`src/rtl/ctrl_br_pkg.sv`:
```
// Shared definitions for the register-file controller: FSM states and
// R-type opcode/funct encodings.
package ctrl_br_pkg;

  typedef enum logic [1:0] {
    INACTIVO  = 2'd0,
    LECTURA   = 2'd1,
    EJECUCION = 2'd2,
    ESCRITURA = 2'd3
  } estado_t;

  localparam logic [5:0] OP_R  = 6'b000000;

  localparam logic [5:0] F_ADD = 6'b100000;
  localparam logic [5:0] F_SUB = 6'b100010;
  localparam logic [5:0] F_AND = 6'b100100;
  localparam logic [5:0] F_OR  = 6'b100101;
  localparam logic [5:0] F_SLT = 6'b101010;
  localparam logic [5:0] F_XOR = 6'b100110;

endpackage

```
`src/rtl/ctrl_br_alu.sv`:
```
// Combinational R-type ALU: result plus a flag saying whether funct is supported.
module alu_r
  import ctrl_br_pkg::*;
#(
  parameter int ANCHO = 32
) (
  input  logic [ANCHO-1:0] a,
  input  logic [ANCHO-1:0] b,
  input  logic [5:0]       funct,
  output logic [ANCHO-1:0] res,
  output logic             valido
);

  always_comb begin
    res    = '0;
    valido = 1'b1;
    case (funct)
      F_ADD: res = a + b;
      F_SUB: res = a - b;
      F_AND: res = a & b;
      F_OR:  res = a | b;
      F_XOR: res = a ^ b;
      F_SLT: res = {{(ANCHO-1){1'b0}}, ($signed(a) < $signed(b))};
      default: valido = 1'b0;
    endcase
  end

endmodule

```
`src/rtl/ctrl_br.sv`:
```
// Register-file controller: fetches two operands, executes an R-type op and
// writes the result back, one instruction every four cycles.
module ctrl_br
  import ctrl_br_pkg::*;
#(
  parameter int ANCHO = 32
) (
  input  logic             clk,
  input  logic             rst_n,
  input  logic [31:0]      instr,
  input  logic             instr_valid,
  output logic             listo,
  output logic [4:0]       DL1,
  output logic [4:0]       DL2,
  input  logic [ANCHO-1:0] op1,
  input  logic [ANCHO-1:0] op2,
  output logic [4:0]       DE,
  output logic [ANCHO-1:0] DATO,
  output logic             WE,
  output logic             hecho,
  output logic             error
);

  estado_t          estado, estado_sig;
  logic [5:0]       opcode_q;
  logic [5:0]       funct_q;
  logic [4:0]       rd_q;
  logic [ANCHO-1:0] a_q, b_q;
  logic [ANCHO-1:0] alu_res;
  logic             alu_valido;
  logic             soportada;
  logic             unused_shamt;

  assign unused_shamt = ^instr[10:6];
  assign listo        = (estado == INACTIVO);
  assign soportada    = (opcode_q == OP_R) && alu_valido;

  alu_r #(.ANCHO(ANCHO)) u_alu (
    .a      (a_q),
    .b      (b_q),
    .funct  (funct_q),
    .res    (alu_res),
    .valido (alu_valido)
  );

  always_comb begin
    estado_sig = estado;
    case (estado)
      INACTIVO:  if (instr_valid) estado_sig = LECTURA;
      LECTURA:   estado_sig = EJECUCION;
      EJECUCION: estado_sig = ESCRITURA;
      ESCRITURA: estado_sig = INACTIVO;
      default:   estado_sig = INACTIVO;
    endcase
  end

  always_ff @(posedge clk or negedge rst_n) begin
    if (!rst_n) estado <= INACTIVO;
    else        estado <= estado_sig;
  end

  // Read addresses come straight from the offered instruction so they are
  // already registered and stable during the whole LECTURA cycle.
  always_ff @(posedge clk or negedge rst_n) begin
    if (!rst_n) begin
      opcode_q <= '0;
      funct_q  <= '0;
      rd_q     <= '0;
      a_q      <= '0;
      b_q      <= '0;
      DL1      <= '0;
      DL2      <= '0;
      DE       <= '0;
      DATO     <= '0;
      WE       <= 1'b0;
      hecho    <= 1'b0;
      error    <= 1'b0;
    end else begin
      case (estado)
        INACTIVO: begin
          if (instr_valid) begin
            opcode_q <= instr[31:26];
            DL1      <= instr[25:21];
            DL2      <= instr[20:16];
            rd_q     <= instr[15:11];
            funct_q  <= instr[5:0];
          end
        end
        LECTURA: begin
          a_q <= op1;
          b_q <= op2;
        end
        EJECUCION: begin
          DE    <= rd_q;
          DATO  <= alu_res;
          WE    <= soportada && (rd_q != 5'd0);
          hecho <= 1'b1;
          error <= !soportada;
        end
        ESCRITURA: begin
          WE    <= 1'b0;
          hecho <= 1'b0;
          error <= 1'b0;
        end
        default: ;
      endcase
    end
  end

endmodule

```
`config.mk`:
```
export PLATFORM = sky130hd
export DESIGN_NAME = ctrl_br
export DESIGN_NICKNAME = d
export VERILOG_FILES = /design/src/rtl/ctrl_br_pkg.sv /design/src/rtl/ctrl_br_alu.sv /design/src/rtl/ctrl_br.sv
export SDC_FILE = /design/constraint.sdc
export NUM_CORES = 1
export LEC_CHECK = 0
export ABC_AREA = 0
export BUFFER_PORTS_ARGS = -buffer_cell sky130_fd_sc_hd__buf_4
export CELL_PAD_IN_SITES_DETAIL_PLACEMENT = 1
export CELL_PAD_IN_SITES_GLOBAL_PLACEMENT = 2
export CORE_MARGIN = 3
export CORE_UTILIZATION = 31
export CTS_CLUSTER_SIZE = 8
export DETAILED_ROUTE_END_ITERATION = 8
export GPL_ROUTABILITY_DRIVEN = 0
export PLACE_DENSITY = 0.83
export REMOVE_ABC_BUFFERS = 1
export SLEW_MARGIN = 25
export SYNTH_ARGS = -nofsm -noshare
export SYNTH_HDL_FRONTEND = slang
export SYNTH_SLANG_ARGS = --single-unit
export TNS_END_PERCENT = 20
```
`constraint.sdc`:
```
create_clock -name clk -period 2.65 [get_ports clk]
set_input_delay 0.1325 -clock clk [delete_from_list [all_inputs] [get_ports clk]]
set_output_delay 0.1325 -clock clk [all_outputs]
set_load 0.02 [all_outputs]
```
Word-level counts from Yosys, hierarchy flattened

Cells that the tools add are included.

Flip-flop bits (word level): 133
Latch bits: 0
Bits in writable memories: 0
ROM bits: 0
Input port bits: 99
Output and inout port bits: 51
Word-level logic and storage cells: 45
Memories kept: 0

Add/sub/neg operators: 2
Multiply operators: 0
Divide/modulo/power cells: 0
Order comparisons: 1
Equal/unequal tests: 10
Shift operators: 0
Multiplexer cells: 7
Bitwise logic cells: 3
Reductions and logical operators: 9

Operator list:

| operator                                                        | number |
|---|---|
| 32-bit case mux with 6 select lines                             | 1 |
| 6-bit == test, second input constant                            | 6 |
| 32-bit adder                                                    | 1 |
| 32-bit bitwise AND                                              | 1 |
| 32-bit less-than comparator                                     | 1 |
| 32-bit OR                                                       | 1 |
| 32-bit subtractor                                               | 1 |
| 32-bit XOR                                                      | 1 |
| 2-bit case mux with 4 select lines                              | 1 |
| 6-bit zero test                                                 | 1 |
| 1-bit case mux with 2 select lines                              | 3 |
| 6-bit OR reduction                                              | 1 |
| 5-bit nonzero test                                              | 1 |
| 2-bit == test, second input constant                            | 2 |
| 2-bit by 1-bit == test with 1-bit output, second input constant | 1 |
| 1-bit logical AND                                               | 2 |
| 2-bit zero test                                                 | 1 |
| 2-bit two-way mux                                               | 1 |
| 2-bit inequality test, second input constant                    | 1 |
| 2-bit AND reduction                                             | 1 |
| 2-bit nonzero test                                              | 1 |
| 1-bit zero test                                                 | 1 |
| 1-bit two-way mux                                               | 1 |

Logic depth before layout (Yosys ltp)

Gate-level depths: netlist (run 1).

Word-level depth: 6
Depth in mapped cells: 12
Gate-level depth less buffers: 12

Cells and area by module

From an unflattened synthesis (run 1), not the netlist that was laid out.

Cell total of the unflattened synthesis: 1046
Area, all modules: 9939.5 µm²

Modules (own cells, without submodules):

| module  | instances | cells an instance | area each (µm²) | sequential area each (µm²) |
|---|---|---|---|---|
| ctrl_br | 1         | 299               | 5011.1          | 3328.2 |
| alu_r   | 1         | 747               | 4928.5          | 0.0 |

Worst setup path before layout (run 1)

No wires, ideal clock.

Path type: register to register
From: reg a_q[9]
To: reg DATO[21]
Setup time: 0.129 ns
Arrival time: 2.755 ns
Required time: 2.521 ns
Path slack: -0.235 ns
Cell stages (with the launch flop): 13
Path buffers: 1
Period minus slack after synthesis: 2.885 ns
Cells stage by stage: dfrtp_1 inv_1 ha_1 buf_6 or4_4 or3_1 a211oi_2 o21ai_1 o211a_2 o31ai_4 xnor2_1 a221oi_2 a21oi_1

Cells in the longest elaborated chain, start to end: 2

Ends and longest elaborated chain:

| element                                           | RTL line                             | source |
|---|---|---|
| start: declaration                                | ctrl_br.sv:28                        | `logic [ANCHO-1:0] a_q, b_q;` |
| start signal: assignment                          | ctrl_br.sv:90                        | `a_q <= op1;` |
| 32-bit subtractor or 32-bit adder (tied branches) | ctrl_br_alu.sv:19, ctrl_br_alu.sv:18 |  |
| 32-bit case mux with 6 select lines (*)           | ctrl_br_alu.sv:17                    | `case (funct)` |
| end signal: assignment                            | ctrl_br.sv:95                        | `DATO <= alu_res;` |
| end: declaration                                  | ctrl_br.sv:18                        | `output logic [ANCHO-1:0] DATO,` |

Mark *: on every way between the ends. The rest lies on a longest branch, timed or not.
A chain may end at the register's enable or synchronous reset.

Worst setup path after layout (run 1)

From: reg b_q[11]
To: reg DATO[27]

Cells in the longest elaborated chain, start to end: 2

Ends and longest elaborated chain:

| element                                           | RTL line                             | source |
|---|---|---|
| start: declaration                                | ctrl_br.sv:28                        |  |
| start signal: assignment                          | ctrl_br.sv:91                        | `b_q <= op2;` |
| 32-bit subtractor or 32-bit adder (tied branches) | ctrl_br_alu.sv:19, ctrl_br_alu.sv:18 |  |
| 32-bit case mux with 6 select lines (*)           | ctrl_br_alu.sv:17                    |  |

Marks and branches as above.

==> qor.csv, run 1 <==
metric,value,unit
fraction of layout cells with a size suffix above 1,0.348,
first-pass GRT wire length,64.3,mm
Seq. cell area,3330,µm²
WL final,41.2,mm
M2 GR Usage,0.411,
pre-CTS setup slack,-0.589,ns
die width,185,µm
post-synthesis sequential area ratio,0.335,
mux contribution to synthesized area,0.0392,
worst endpoint required time,2.96,ns
CTS root buffer,clkbuf_16,
Post-synth top flop,dfrtp_1,
crit-path max FO,6,
Post-Syn Area per Cell,8.22,µm²
post-synthesis adder-cell area fraction,0.132,
die area,34300,µm²
Sum Neg Setup Slack,-5.70,ns
largest family of logic cells by synthesized area,compound AO/OA/AOI/OAI gates,
Max Slew Vio Count,0,
DRT iter0 DRCs,613,
CP Launch Type,flip-flop,
Area growth syn-to-layout,54.1,%
Area contributors post-synth,"dfrtp_1 (33%), ha_1 (13%), o21ai_0 (6.1%)",
Die Y,185,µm
starting density of the core,0.320,
PwrDens,1530,nW/µm²
final setup fails,23,
number of clock sinks,133,
Tmin final,3.10,ns
"Cell Area, Synth",9950,µm²
fill count,3643,
maximum VDD drop,604,µV
Layout Skew,0.0192,ns
maximum root-to-sink buffer count,2,
worst-skew pair later-pin latency,0.45,ns
post-synthesis xor/xnor area fraction,0.00792,
"Hold Vio Cnt, Final",0,
Synth cell types,75,
busiest layer in global routing,met2,
Final Cycle Share,1.17,
area of the multi-input gates,6460,µm²
Hold Slack,0.174,ns
Worst setup EP type,flip-flop,
violations in the final reports,setup timing,
CTS tree,yes,
CTS H-Tree Depth,4,
Power Total,23.4,mW
Worst R2R Start,b_q[11],
worst slew pin tran,0.598,ns
ANT nets after route,0,
WP data arrival,3.41,ns
Area after DPL,13200,µm²
row count,64,
wire per inst,20.0,µm
Post-Layout Cell Count,2062,
dpl cells,1918,
via/cell ratio,5.31,
Post-synth EDFFs,0,
via count,10900,
IO Count,150,
post-synth top area share,0.335,
Worst slew margin,0.601,
largest net degree at the start of global routing,68,
synthesis-stage register bit count,133,
complex-gate fraction of the synthesized area,0.257,
CTS buffer count,17,
DRC,0,
f_max,323,MHz
R2R setup slack,-0.45,ns
critical path class,reg -> reg,
worst reg2reg path depth,12,
status,finished with violations,
Final WS setup,-0.446,ns
yosys warns,0,
final net count,1855,
initial antenna violation count,0,
reg2reg end,DATO[27],
max cap viols,0,
leakage,7.02,nW
Cells after Synth,1210,
Hold Path Class,in -> async,
drt pass-1 iters,5,
most frequent cell after synthesis,dfrtp_1,
met1 usage,0.308,
most frequent cells after synthesis,"dfrtp_1 (133), nand2_1 (123), o21ai_0 (122), a21oi_1 (111), nor2_1 (103)",
Post-Layout Inst Area,15300,µm²
Core Area,31100,µm²
met3 Resource Use GR,0.0416,
Synth area leader,dfrtp_1,
Clock transition at path regs,0.07,ns
Port Buffer Count,144,
ys async rst share,1.00,
RSZ-0062 raised after global routing,true,
"Core Util, Final",0.493,
dpl hpwl,28.7,mm
Synth Area in Simple Gates,0.160,
total global-route track usage,0.239,
grt ovf,0,
number of global-route vias before repair,11700,
-- repair_timing --
| action | 4_1_cts | 5_1_grt |
|---|---|---|
| gates resized for setup | 56 | 59 |
| hold buffers | 93 | 0 |
| pin swaps | 22 | 37 |
| setup endpoints to repair | 24 | 27 |
| endpoints found under the hold margin | 133 | 0 |
| setup buffers | 7 | 11 |
-- logic make-up (layout without fill, tap and decap cells) --
family	Yosys count	count (layout)
AOI/OAI and AO/OA	405	405
muxes	35	35
other	0	1
DFF	133	133
xor gates and xnor gates	9	9
buffers and inverters	178	633
adders and majority gates	104	104
and+or+nand+nor	346	346
-- worst max-delay path by stage --
stage                from  endpoint  slack [ns]
2_1_floorplan  funct_q[0]  DATO[26]       -0.94
3_3_place_gp       a_q[9]  DATO[27]       -0.42
3_5_place_dp       a_q[9]  DATO[29]       -0.59
4_1_cts            b_q[0]  DATO[26]       -0.34
5_1_grt           a_q[12]  DATO[31]       -0.52
6_report          b_q[11]  DATO[27]       -0.45
-- critical path, cell delays in order (launching register included) --
cell and delay, ns:
dfrtp_1 0.39, inv_2 0.09, ha_4 0.21, or4_4 0.55, or3_4 0.43, a211oi_4 0.28
o21ai_2 0.10, o211a_4 0.20, o211ai_1 0.24, buf_4 0.18, nor4_4 0.04, a41oi_2 0.15
a31oi_1 0.10
-- report_power, final --
group          switching, mW  total [mW]  internal (mW)
combinational           9.45        17.1           7.67
sequential             0.757        3.79           3.03
clock                   1.16        2.52           1.36
total                   11.4        23.4           12.1
-- cell type report --
cell class,count,share of cell area
Antenna cell,1,0.000163
Multi-Input combinational cell,899,0.422
Clock inverter,15,0.0121
Tap cell,396,0.0323
Clock buffer,17,0.0277
Sequential cell,133,0.217
Timing Repair Buffer,499,0.264
Inverter,102,0.0250
-- cells in the final DEF (no fill, tap or decap), types with 13 or more instances in the layout --
cell type,count
buf_4,399
dfrtp_1,133
nand2_1,123
o21ai_0,109
a21oi_1,102
nor2_1,98
dlygate4sd3_1,93
ha_1,86
inv_1,85
mux2_2,32
nor3_1,19
o211ai_1,18
clkbuf_16,17
a31oi_1,16
a21o_1,16
inv_2,15
nand3_1,14
or2_2,13
-- registers in the layout, summed over array words and instances (netlist names) --
signal    flops
DATO         32
a_q          32
b_q          32
funct_q       6
opcode_q      6
DE            5
DL1           5
DL2           5
rd_q          5
estado        2
WE            1
error         1
hecho         1
-- metal layers --
layer / up-vias / routed length, µm
met5: - / 0
met4: 0 / 984
met3: 56 / 1770
met2: 276 / 20400
met1: 5416 / 18000
li1: 5194 / -
(Power assumes the default switching activity.)
==> run 2, diff against run 1 <==
--- a/config.mk
+++ b/config.mk
@@ -20,4 +20,4 @@
 export SYNTH_ARGS = -nofsm -noshare
 export SYNTH_HDL_FRONTEND = slang
 export SYNTH_SLANG_ARGS = --single-unit
-export TNS_END_PERCENT = 20
+export TNS_END_PERCENT = 5
==> run 2 against run 1 <==
The run still ends with setup timing left. Via count down 0.14%. Sequential share of layout area up 0.17 points. Core utilization down 0.38 points. Critical path type unchanged. Final cell count is 0.48% lower. Register-to-register slack better by 0.08 ns.
==> qor.csv, run 2 (synthesized netlist as in run 1, its figures left out) <==
metric,value,unit,change
"commonest non-fill, non-tap cell in the layout",buf_4,,unchanged
Die Y,185,µm,unchanged
maximum root-to-sink buffer count,2,,unchanged
Hold Path Class,in -> async,,unchanged
status,finished with violations,,unchanged
R2R setup slack,-0.36,ns,was -0.45 ns
wire per inst,19.9,µm,was 20.0 µm
fraction of layout cells with a size suffix above 1,0.339,,was 0.348
starting density of the core,0.320,,unchanged
Area after DPL,13200,µm²,unchanged
worst endpoint required time,3.02,ns,was 2.96 ns
via/cell ratio,5.33,,was 5.31
Worst setup EP type,flip-flop,,unchanged
critical path class,reg -> reg,,unchanged
most frequent cells in the layout,"buf_4 (389), dfrtp_1 (133), nand2_1 (123)",,"was buf_4 (399), dfrtp_1 (133), nand2_1 (123)"
dpl hpwl,28.7,mm,unchanged
leakage,6.97,nW,was 7.02 nW
DRC,0,,unchanged
violations in the final reports,setup timing,,unchanged
via count,10900,,about the same
Layout Skew,0.0195,ns,was 0.0192 ns
final net count,1845,,was 1855
CTS root buffer,clkbuf_16,,unchanged
WP data arrival,3.38,ns,was 3.41 ns
die area,34300,µm²,unchanged
fill count,3648,,was 3643
Max Slew Vio Count,0,,unchanged
IO Count,150,,unchanged
first-pass GRT wire length,64.2,mm,was 64.3 mm
"Hold Vio Cnt, Final",0,,unchanged
DRT iter0 DRCs,522,,was 613
worst slew pin tran,0.610,ns,was 0.598 ns
Tmin final,3.01,ns,was 3.10 ns
number of global-route vias before repair,11700,,about the same
worst reg2reg path depth,13,,was 12
grt ovf,0,,unchanged
initial antenna violation count,0,,unchanged
CTS H-Tree Depth,4,,unchanged
final setup fails,22,,was 23
Area growth syn-to-layout,52.9,%,was 54.1%
RSZ-0062 raised after global routing,true,,unchanged
Port Buffer Count,144,,unchanged
Power Total,23.2,mW,was 23.4 mW
Final WS setup,-0.365,ns,was -0.446 ns
largest net degree at the start of global routing,68,,unchanged
total global-route track usage,0.239,,about the same
die width,185,µm,unchanged
Worst slew margin,0.593,,was 0.601
Clock transition at path regs,0.08,ns,was 0.07 ns
max cap viols,0,,unchanged
maximum VDD drop,606,µV,was 604 µV
worst-skew pair later-pin latency,0.46,ns,was 0.45 ns
drt pass-1 iters,6,,was 5
largest registers,"DATO x32, a_q x32, b_q x32",,unchanged
CTS tree,yes,,unchanged
Core Area,31100,µm²,unchanged
f_max,332,MHz,was 323 MHz
CP Launch Type,flip-flop,,unchanged
ANT nets after route,0,,unchanged
PwrDens,1520,nW/µm²,was 1530 nW/µm²
Final Cycle Share,1.14,,was 1.17
row count,64,,unchanged
crit-path max FO,4,,was 6
number of clock sinks,133,,unchanged
WL final,40.9,mm,was 41.2 mm
Post-Layout Inst Area,15200,µm²,was 15300 µm²
CTS buffer count,17,,unchanged
pre-CTS setup slack,-0.589,ns,unchanged
-- run 2: repair_timing --
| action | CTS | global route |
|---|---|---|
| hold buffers | 93 | 0 |
| resized for setup | 53 | 48 |
| hold endpoints to repair | 133 | 0 |
| pin swaps | 17 | 22 |
| buffers inserted | 6 | 2 |
| endpoints found under the setup margin | 24 | 27 |
-- run 2: path summary, 6_finish.rpt --
| kind | startpoint | endpoint |
|---|---|---|
| max | a_q[2] | DATO[26] |
| min | rst_n | a_q[15] |
| max reg2reg | a_q[2] | DATO[26] |
| min reg2reg | DATO[16] | DATO[16] |
| max in group asynchronous | rst_n | DATO[29] |
| min in group clk | op2[24] | b_q[24] |
-- run 2: final cells by class --
type,instances,area [µm²],area share
Antenna cell,1,2.50,0.000164
Timing Repair Buffer,489,3970,0.261
Clock buffer,17,425,0.0280
Tap cell,396,495,0.0326
Multi-Input combinational cell,899,6420,0.422
Inverter,102,383,0.0252
Sequential cell,133,3330,0.219
Clock inverter,15,185,0.0122
-- run 2: metrics by stage --
step,hold slack (ns),util,TNS [ns],instances
final,0.169,0.490,-4.43,2052
after global routing,0.188,0.490,-7.30,2051
after CTS,0.174,0.482,-4.40,2049
after detailed placement,0.0906,0.423,-8.67,1918
after global placement,0.0851,0.423,-5.93,1918
after floorplan,-0.163,-,-25.25,1134
-- run 2: per-layer routing --
layer	wire (µm)	up-vias	track usage
met5	0	-	0
met4	876	0	0.0648
met3	1870	60	0.0420
met2	20200	288	0.414
met1	17900	5405	0.307
li1	-	5174	-
-- run 2: worst max-delay path, stage by stage (launching register included) --
cell and delay, ns:
dfrtp_1 0.38, inv_1 0.08, ha_1 0.34, nor2b_2 0.17, o211ai_1 0.29, a211oi_2 0.13
buf_4 0.18, nor2_2 0.13, a21oi_1 0.09, buf_4 0.15, buf_4 0.13, a311o_1 0.33
or2_2 0.30, a221oi_2 0.24
-- run 2: power breakdown --
part	total, mW	switching, mW	internal (mW)	leakage (nW)
sequential	3.79	0.752	3.03	1.62
clock	2.53	1.17	1.36	0.299
combinational	16.9	9.33	7.53	5.05
total	23.2	11.3	11.9	6.97
